$ cat src/rtl/hx8352_init_seq_pkg.sv
// Shared definitions for the HX8352 panel init sequencer.
// Holds the init-table entry layout {op[1:0], arg[15:0]}, the opcode encodings,
// the sequencer state encodings and a small helper that packs a table entry.
package hx8352_init_seq_pkg;

  localparam int unsigned EntryW = 18;

  // Opcode of a table entry; bit 0 doubles as the LCD RS level for CMD/DATA.
  typedef enum logic [1:0] {
    OpCmd   = 2'd0,
    OpData  = 2'd1,
    OpDelay = 2'd2,
    OpEnd   = 2'd3
  } op_e;

  typedef enum logic [2:0] {
    StIdle     = 3'd0,
    StFetch    = 3'd1,
    StBusReq   = 3'd2,
    StDlyStart = 3'd3,
    StDlyWait  = 3'd4,
    StFinish   = 3'd5
  } state_e;

  function automatic logic [EntryW-1:0] mk_entry(op_e op, logic [15:0] arg);
    return {op, arg};
  endfunction

endpackage

$ cat src/rtl/hx8352_init_rom.sv
// Combinational init table for the HX8352 sequencer.
// Ports:
//   addr  - table index (ROM_AW bits)
//   entry - {op[1:0], arg[15:0]} at that index
// TABLE_ID selects the table image:
//   0 - panel bring-up table (CMD/DATA pairs around a 10 ms settle delay)
//   1 - full-depth image with no END entry, a zero delay at 5 and a short
//       delay at 10, used to exercise end-of-table handling
module hx8352_init_rom
  import hx8352_init_seq_pkg::*;
#(
  parameter int unsigned ROM_AW   = 6,
  parameter int unsigned TABLE_ID = 0
) (
  input  logic [ROM_AW-1:0] addr,
  output logic [EntryW-1:0] entry
);

  always_comb begin
    entry = mk_entry(OpEnd, 16'h0000);
    if (TABLE_ID == 0) begin
      case (int'(addr))
        0:       entry = mk_entry(OpCmd,   16'h0083);
        1:       entry = mk_entry(OpData,  16'h0002);
        2:       entry = mk_entry(OpDelay, 16'd10000);
        3:       entry = mk_entry(OpCmd,   16'h0085);
        4:       entry = mk_entry(OpData,  16'h0003);
        default: entry = mk_entry(OpEnd,   16'h0000);
      endcase
    end else begin
      if (int'(addr) == 5) begin
        entry = mk_entry(OpDelay, 16'd0);
      end else if (int'(addr) == 10) begin
        entry = mk_entry(OpDelay, 16'd3);
      end else begin
        entry = mk_entry(addr[0] ? OpData : OpCmd, 16'h1000 + 16'(addr));
      end
    end
  end

endmodule

$ cat src/rtl/hx8352_init_seq.sv
// HX8352 LCD controller init sequencer.
// Walks the init table from entry 0, issuing register index/data writes to the
// bus writer and timed waits to the delay unit, until an END entry or the last
// table slot has executed.
// Ports:
//   clk_1MHz   - 1 MHz system clock
//   rst        - asynchronous active-high reset
//   start      - begin a sequence (only honoured when idle)
//   busy       - sequence in progress
//   done       - level, set when a sequence ends, cleared on the next start
//   bus_req    - write request; bus_rs/bus_data held until bus_ack
//   bus_rs     - 0 = register index, 1 = register data
//   bus_data   - write word
//   bus_ack    - bus writer accepted the word
//   delay_step - one-cycle pulse launching a delay of delay_us microseconds
//   delay_us   - delay length, held from delay_step until delay_done
//   delay_done - delay unit finished
module hx8352_init_seq
  import hx8352_init_seq_pkg::*;
#(
  parameter int unsigned ROM_AW   = 6,
  parameter int unsigned TABLE_ID = 0
) (
  input  logic        clk_1MHz,
  input  logic        rst,
  input  logic        start,
  output logic        busy,
  output logic        done,
  output logic        bus_req,
  output logic        bus_rs,
  output logic [15:0] bus_data,
  input  logic        bus_ack,
  output logic        delay_step,
  output logic [15:0] delay_us,
  input  logic        delay_done
);

  localparam logic [ROM_AW-1:0] PcLast = '1;

  state_e              state_q, state_d;
  logic [ROM_AW-1:0]   pc_q, pc_d;
  logic                busy_q, busy_d;
  logic                done_q, done_d;
  logic                bus_req_q, bus_req_d;
  logic                bus_rs_q, bus_rs_d;
  logic [15:0]         bus_data_q, bus_data_d;
  logic                delay_step_q, delay_step_d;
  logic [15:0]         delay_us_q, delay_us_d;
  logic                dly_first_q, dly_first_d;

  logic [EntryW-1:0]   entry;
  op_e                 op;
  logic [15:0]         arg;
  logic                pc_last;

  hx8352_init_rom #(
    .ROM_AW   (ROM_AW),
    .TABLE_ID (TABLE_ID)
  ) u_rom (
    .addr  (pc_q),
    .entry (entry)
  );

  assign op      = op_e'(entry[EntryW-1:EntryW-2]);
  assign arg     = entry[15:0];
  // The last slot acts as an implicit END once executed; pc never wraps.
  assign pc_last = (pc_q == PcLast);

  always_comb begin
    state_d      = state_q;
    pc_d         = pc_q;
    busy_d       = busy_q;
    done_d       = done_q;
    bus_req_d    = bus_req_q;
    bus_rs_d     = bus_rs_q;
    bus_data_d   = bus_data_q;
    delay_step_d = 1'b0;
    delay_us_d   = delay_us_q;
    dly_first_d  = dly_first_q;

    case (state_q)
      StIdle: begin
        if (start) begin
          pc_d    = '0;
          done_d  = 1'b0;
          busy_d  = 1'b1;
          state_d = StFetch;
        end
      end

      StFetch: begin
        case (op)
          OpCmd, OpData: begin
            bus_req_d  = 1'b1;
            bus_rs_d   = entry[16];
            bus_data_d = arg;
            state_d    = StBusReq;
          end
          OpDelay: begin
            if (arg != 16'd0) begin
              delay_step_d = 1'b1;
              delay_us_d   = arg;
              state_d      = StDlyStart;
            end else if (pc_last) begin
              state_d = StFinish;
            end else begin
              pc_d = pc_q + 1'b1;
            end
          end
          default: state_d = StFinish;
        endcase
      end

      StBusReq: begin
        if (bus_ack && bus_req_q) begin
          bus_req_d = 1'b0;
          if (pc_last) begin
            state_d = StFinish;
          end else begin
            pc_d    = pc_q + 1'b1;
            state_d = StFetch;
          end
        end
      end

      StDlyStart: begin
        dly_first_d = 1'b1;
        state_d     = StDlyWait;
      end

      StDlyWait: begin
        // First cycle skipped so a done left over from a prior delay is not taken.
        if (dly_first_q) begin
          dly_first_d = 1'b0;
        end else if (delay_done) begin
          if (pc_last) begin
            state_d = StFinish;
          end else begin
            pc_d    = pc_q + 1'b1;
            state_d = StFetch;
          end
        end
      end

      StFinish: begin
        done_d  = 1'b1;
        busy_d  = 1'b0;
        state_d = StIdle;
      end

      default: state_d = StIdle;
    endcase
  end

  always_ff @(posedge clk_1MHz or posedge rst) begin
    if (rst) begin
      state_q      <= StIdle;
      pc_q         <= '0;
      busy_q       <= 1'b0;
      done_q       <= 1'b0;
      bus_req_q    <= 1'b0;
      bus_rs_q     <= 1'b0;
      bus_data_q   <= 16'h0000;
      delay_step_q <= 1'b0;
      delay_us_q   <= 16'h0000;
      dly_first_q  <= 1'b0;
    end else begin
      state_q      <= state_d;
      pc_q         <= pc_d;
      busy_q       <= busy_d;
      done_q       <= done_d;
      bus_req_q    <= bus_req_d;
      bus_rs_q     <= bus_rs_d;
      bus_data_q   <= bus_data_d;
      delay_step_q <= delay_step_d;
      delay_us_q   <= delay_us_d;
      dly_first_q  <= dly_first_d;
    end
  end

  assign busy       = busy_q;
  assign done       = done_q;
  assign bus_req    = bus_req_q;
  assign bus_rs     = bus_rs_q;
  assign bus_data   = bus_data_q;
  assign delay_step = delay_step_q;
  assign delay_us   = delay_us_q;

endmodule

$ cat config.mk
export PLATFORM = sky130hd
export DESIGN_NAME = hx8352_init_seq
export DESIGN_NICKNAME = d
export VERILOG_FILES = /design/src/rtl/hx8352_init_seq_pkg.sv /design/src/rtl/hx8352_init_rom.sv /design/src/rtl/hx8352_init_seq.sv
export SDC_FILE = /design/constraint.sdc
export NUM_CORES = 1
export LEC_CHECK = 0
export BUFFER_PORTS_ARGS = -buffer_cell sky130_fd_sc_hd__buf_2
export CORE_MARGIN = 5
export CORE_UTILIZATION = 47
export CTS_CLUSTER_SIZE = 8
export DETAILED_ROUTE_END_ITERATION = 8
export PLACE_DENSITY = 0.75
export SLEW_MARGIN = 10
export SYNTH_ARGS = -nofsm -noshare
export SYNTH_HDL_FRONTEND = slang
export SYNTH_SLANG_ARGS = --single-unit
$ cat constraint.sdc
create_clock -name clk_1MHz -period 1.95 [get_ports clk_1MHz]
set_input_delay 0.0975 -clock clk_1MHz [delete_from_list [all_inputs] [get_ports clk_1MHz]]
set_output_delay 0.0975 -clock clk_1MHz [all_outputs]
set_load 0.005 [all_outputs]
# Word level (Yosys, flattened, before mapping)
# Index checks and enable logic that the tools add are counted.
[op_classes]
n_div = 0
add_sub_neg = 1
mux = 29
shifts = 0
multipliers = 0
order_cmp = 0
n_bitwise = 0
n_reduce_logical = 16
eq_ne = 20
[ops]
columns = ["operator", "n"]
rows = [
  ["one-hot mux 18 bit (5 select lines)", 1],
  ["2-to-1 mux 6 bit", 7],
  ["one-hot mux 6 bit (4 select lines)", 1],
  ["2-to-1 mux 3 bit", 7],
  ["nonzero test 16 bit", 1],
  ["one-hot mux 3 bit (5 select lines)", 1],
  ["== test 6 x 2 -> 1 bit, second input constant", 2],
  ["!= test 2 bit, second input constant", 6],
  ["one-hot mux 1 bit (2 select lines)", 4],
  ["2-to-1 mux 1 bit", 7],
  ["AND reduction 7 bit", 1],
  ["adder 6 x 1 -> 6 bit, second input constant", 1],
  ["== test 3 x 2 -> 1 bit, second input constant", 2],
  ["== test 3 bit, second input constant", 2],
  ["== test 6 x 1 -> 1 bit, second input constant", 1],
  ["== test 6 x 3 -> 1 bit, second input constant", 1],
  ["== test 6 bit, second input constant", 1],
  ["zero test 6 bit", 1],
  ["one-hot mux 3 bit (2 select lines)", 1],
  ["AND reduction 3 bit", 2],
  ["nonzero test 2 bit", 3],
  ["AND reduction 5 bit", 1],
  ["!= test 4 bit, second input constant", 1],
  ["AND reduction 2 bit", 2],
  ["other kinds (9)", 9],
]
[word_totals]
mem_bits_rw = 0
latchBits = 0
romBits = 0
n_memories = 0
regBits = 47
word_cells = 76
output_inout_bits = 37

# Logic depth before layout (Yosys ltp)
[logic_depth]
ltp_word = 6
depth_mapped = 7
mapped_depth_nobuf = 6

# By module
# Synthesis repeated with hierarchy kept, for this count alone.
[hier_totals]
hier_cells = 193
area_unflattened_um2 = 2252.2
[modules_own_cells]
columns = ["module", "area_each_um2", "seq_area_each_um2", "cells_per_inst", "n_inst"]
rows = [
  ["hx8352_init_seq", 2073.2, 1176.1, 167, 1],
  ["hx8352_init_rom", 178.9, 0.0, 26, 1],
]

# Worst setup path after synthesis
# OpenSTA, ideal clock, no wires.
[synth_timing]
path_type = "flip-flop to flip-flop"
from = "register state_q[1]"
to = "register pc_q[0]"
stages_incl_launch_ff = 6
setup_slack_ns = 0.140
t_arrival_ns = 1.685
cell_sequence = "dfrtp_1 clkbuf_2 or3b_1 o2bb2ai_1 a211oi_2 mux2_2"
[synth_between]
elab_chain_len = 3
word_cells_on_any_way = 13
[synth_lines]
columns = ["item", "line", "text"]
rows = [
  ["start, declared", "hx8352_init_seq.sv:40", "state_e state_q, state_d;"],
  ["start signal, assigned", "hx8352_init_seq.sv:157", "state_q <= StIdle;"],
  ["start signal, assigned", "hx8352_init_seq.sv:168", "state_q <= state_d;"],
  ["== test 3 x 1 -> 1 bit, or another cell as far along", "hx8352_init_seq.sv:81", "case (state_q)"],
  ["!= test 2 bit (no line) or nonzero test 4 bit (tied branches)", "-", ""],
  ["AND reduction 7 bit (no line)", "-", ""],
  ["end signal, assigned", "hx8352_init_seq.sv:169", "pc_q <= pc_d;"],
  ["end, declared", "hx8352_init_seq.sv:41", "logic [ROM_AW-1:0] pc_q, pc_d;"],
]
# Parallel ways exist; a longest one is shown, timed or not.
# A chain may end at the register's enable or synchronous reset.

# Worst setup path after layout
[layout_timing]
from = "register state_q[1]"
to = "register pc_q[1]"
# The elaborated chain is that of the path after synthesis.

==> flow_summary.ini <==
[status]
status = finished, final reports clean

[timing]
clock_skew_ns = 0.00752
rsz0062_at_grt = false
fin_crit_sh_pct = 95.8
hold_viol = 0
setup-violations-final = 0
min_period_ns = 1.87
fmax_ghz = 0.535
drv_slew = 0
setup_tns_ns = 0

[cts]
root_buffer = clkbuf_4
h-tree-depth = 1
cts_tree = built
cts_buffers = 3
cts_sinks = 25
clkSlewWorstSetupHoldPaths_ns = 0.14
cts.path.max_buffers = 2
clkLatencyLatePin_ns = 0.32

[drt]
wl_per_cell_um = 13.3
routed_wl_um = 3270
drtIter0Drc = 60
dr.pass1.iters = 4
antenna_left = 0
vias_per_cell = 5.16
drc = 0
vias = 1269

[floorplan]
fp-row-count = 21
initial_core_util_pct = 48.5
fp.dieW_um = 68.7
die_h_um = 68.7
io_pins = 42
die_area_mm2 = 0.00472
core_area_mm2 = 0.00334

[worst_setup_path]
timing.critical_path.from_type = register
r2r_start = state_q[1]$_DFFE_PP0P_
reg2reg_to = pc_q[1]$_DFFE_PP0P_
worstPathArrival_ns = 2.09
worstSetupPathType = register to register
critPathMaxFanout = 11
endpoint_kind = register
cp.required_ns = 2.17
ff2ff_setup_slack_ns = 0.08
worstRegToRegCells = 4

[logic_synthesis]
synth_cells = 175
synth_cell_types = 46
synth_edf_count = 0
yosysWarnings = 0
synth_seq_cells = 25
synth-seq-area-share_pct = 38.7
ys.flop_type = dfrtp_1
avgSynthCellArea_um2 = 9.24
syn_area_mm2 = 0.00162
synthArstFlopShare_pct = 100

[place]
portBuffers = 27
dp.cells = 239
gp_congestion = 0.902
dp_hpwl_um = 2480

[pwr]
leakage_uw = 0.000853
internal_power_uw = 1430
switchingPower_uw = 1070
power_density_mw_per_mm2 = 1420
p_comb_share_pct = 55.1
ir_drop_mv = 0.595
p_seq_share_pct = 35.4
netSwitchingFraction_pct = 42.9
power.share.clock_pct = 9.6

[run]
max_cap_violations = 0

[global_routing]
grt_pass1_wl_um = 5370
grt_pass1_vias = 1193
global_route.usage.total_pct = 15.2
grt-ovfl-total = 0
grt_max_degree = 26
antenna_found_initial = 0

[cells_and_area]
layout_commonest_cell = buf_2
nNetsFinal = 210
syn_to_final_growth_pct = 9.44
drive_gt1_share_pct = 28.5
layout_common_cells = buf_2 (27), dfrtp_1 (23), nand2_1 (15)
fin_cells = 246
antenna_cells = 0
fill_cells = 313

[min_path]
hold_class = input port to register
whs_path_depth = 4
hold_end = state_q[1]$_DFFE_PP0P_
min-delay-start = bus_ack
==> cell type report <==
| class | count | area (um2) | area share [%] |
|---|---|---|---|
| clock buffer | 4 | 26.3 | 1.48 |
| inverter | 11 | 41.3 | 2.33 |
| multi-input combinational | 122 | 797 | 45.0 |
| sequential | 25 | 628 | 35.5 |
| tap | 46 | 57.6 | 3.25 |
| timing repair buffer | 38 | 220 | 12.4 |
==> cell families after synthesis <==
| logic type | after synthesis | synth area share (%) |
|---|---|---|
| simple gates | 55 | 18.3 |
| buf+inv | 41 | 15.5 |
| compound gates | 37 | 16.6 |
| flops | 25 | 38.7 |
| mux | 12 | 7.73 |
| fa+ha+maj | 4 | 3.09 |
| other cells | 1 | 0.232 |
==> what timing repair did <==
action,CTS,global route
hold endpoints to repair,25,0
setup endpoints to repair,0,8
hold buffers,1,0
gates resized for setup,0,4
buffers inserted,0,2
==> critical path, cell delays in order, from the launching register on <==
cell,delay (ns)
dfrtp_2,0.49
or3b_1,0.38
o2bb2ai_1,0.22
a211oi_2,0.31
mux2_2,0.36
==> power groups by stage <==
stage	Combinational [uW]	Clock [uW]	Sequential, uW
after floorplan	1020	0	851
after global placement	1320	0	883
after detailed placement	1340	0	893
after CTS	1350	248	882
after global routing	1550	270	916
final	1380	239	887
==> worst max-delay path by stage <==
stage                                      start                       to  slack [ns]  depth (start not counted)
after global placement    state_q[1]$_DFFE_PP0P_      pc_q[0]$_DFFE_PP0P_        0.13                          4
after CTS                    pc_q[0]$_DFFE_PP0P_  bus_data[7]$_DFFE_PP0P_        0.02                          6
after global routing      state_q[1]$_DFFE_PP0P_      pc_q[1]$_DFFE_PP0P_       0.009                          4
after detailed placement     pc_q[0]$_DFFE_PP0P_  bus_data[7]$_DFFE_PP0P_        0.05                          6
final                     state_q[1]$_DFFE_PP0P_      pc_q[1]$_DFFE_PP0P_        0.08                          4
after floorplan           state_q[1]$_DFFE_PP0P_      pc_q[0]$_DFFE_PP0P_        0.14                          5
==> flip-flops by register name (all words and copies together) (netlist names) <==
register,count
busy,1
delay_step,1
dly_first_q,1
delay_us,5
bus_req,1
state_q,3
done,1
bus_rs,1
pc_q,6
bus_data,5
==> routing by layer <==
layer,wire [um],vias up,global-route usage [%]
met1,1410,594,18.6
li1,-,623,-
met3,244,6,2.59
met4,65,0,7.20
met5,0,-,0
met2,1550,46,25.6
==> Yosys cell counts, drive strengths merged, types with 2 or more instances <==
library cell / count / area, um2
a31oi: 3 / 18.8
mux2i: 8 / 80.1
ha: 4 / 50.1
nor4: 2 / 12.5
dfrtp: 25 / 626
buf: 25 / 189
nor2: 9 / 33.8
a21oi: 6 / 30.0
nand2: 15 / 56.3
nor2b: 2 / 12.5
clkbuf: 5 / 20.0
a211oi: 4 / 35.0
or3b: 3 / 26.3
nor3: 4 / 20.0
or2: 3 / 18.8
nand2b: 6 / 37.5
nand3: 2 / 10.0
o21ai: 13 / 65.1
inv: 11 / 41.3
or4: 3 / 26.3
mux2: 4 / 45.0
a2111oi: 2 / 42.5
==> metrics by stage <==
stage               power (uW)  worst slack [ns]  utilization [%]  hold slack (ns)  instance area, um2
finish                    2510            0.0813             53.1            0.105                1770
global route              2740           0.00864             53.1            0.123                1770
CTS                       2480            0.0150             52.3           0.0996                1750
detailed placement        2230            0.0519             51.3            0.167                1710
global placement          2200             0.132             51.3            0.160                1710
floorplan                 1870             0.140                -            0.125                1670
Power figures use the tool's default switching activity.
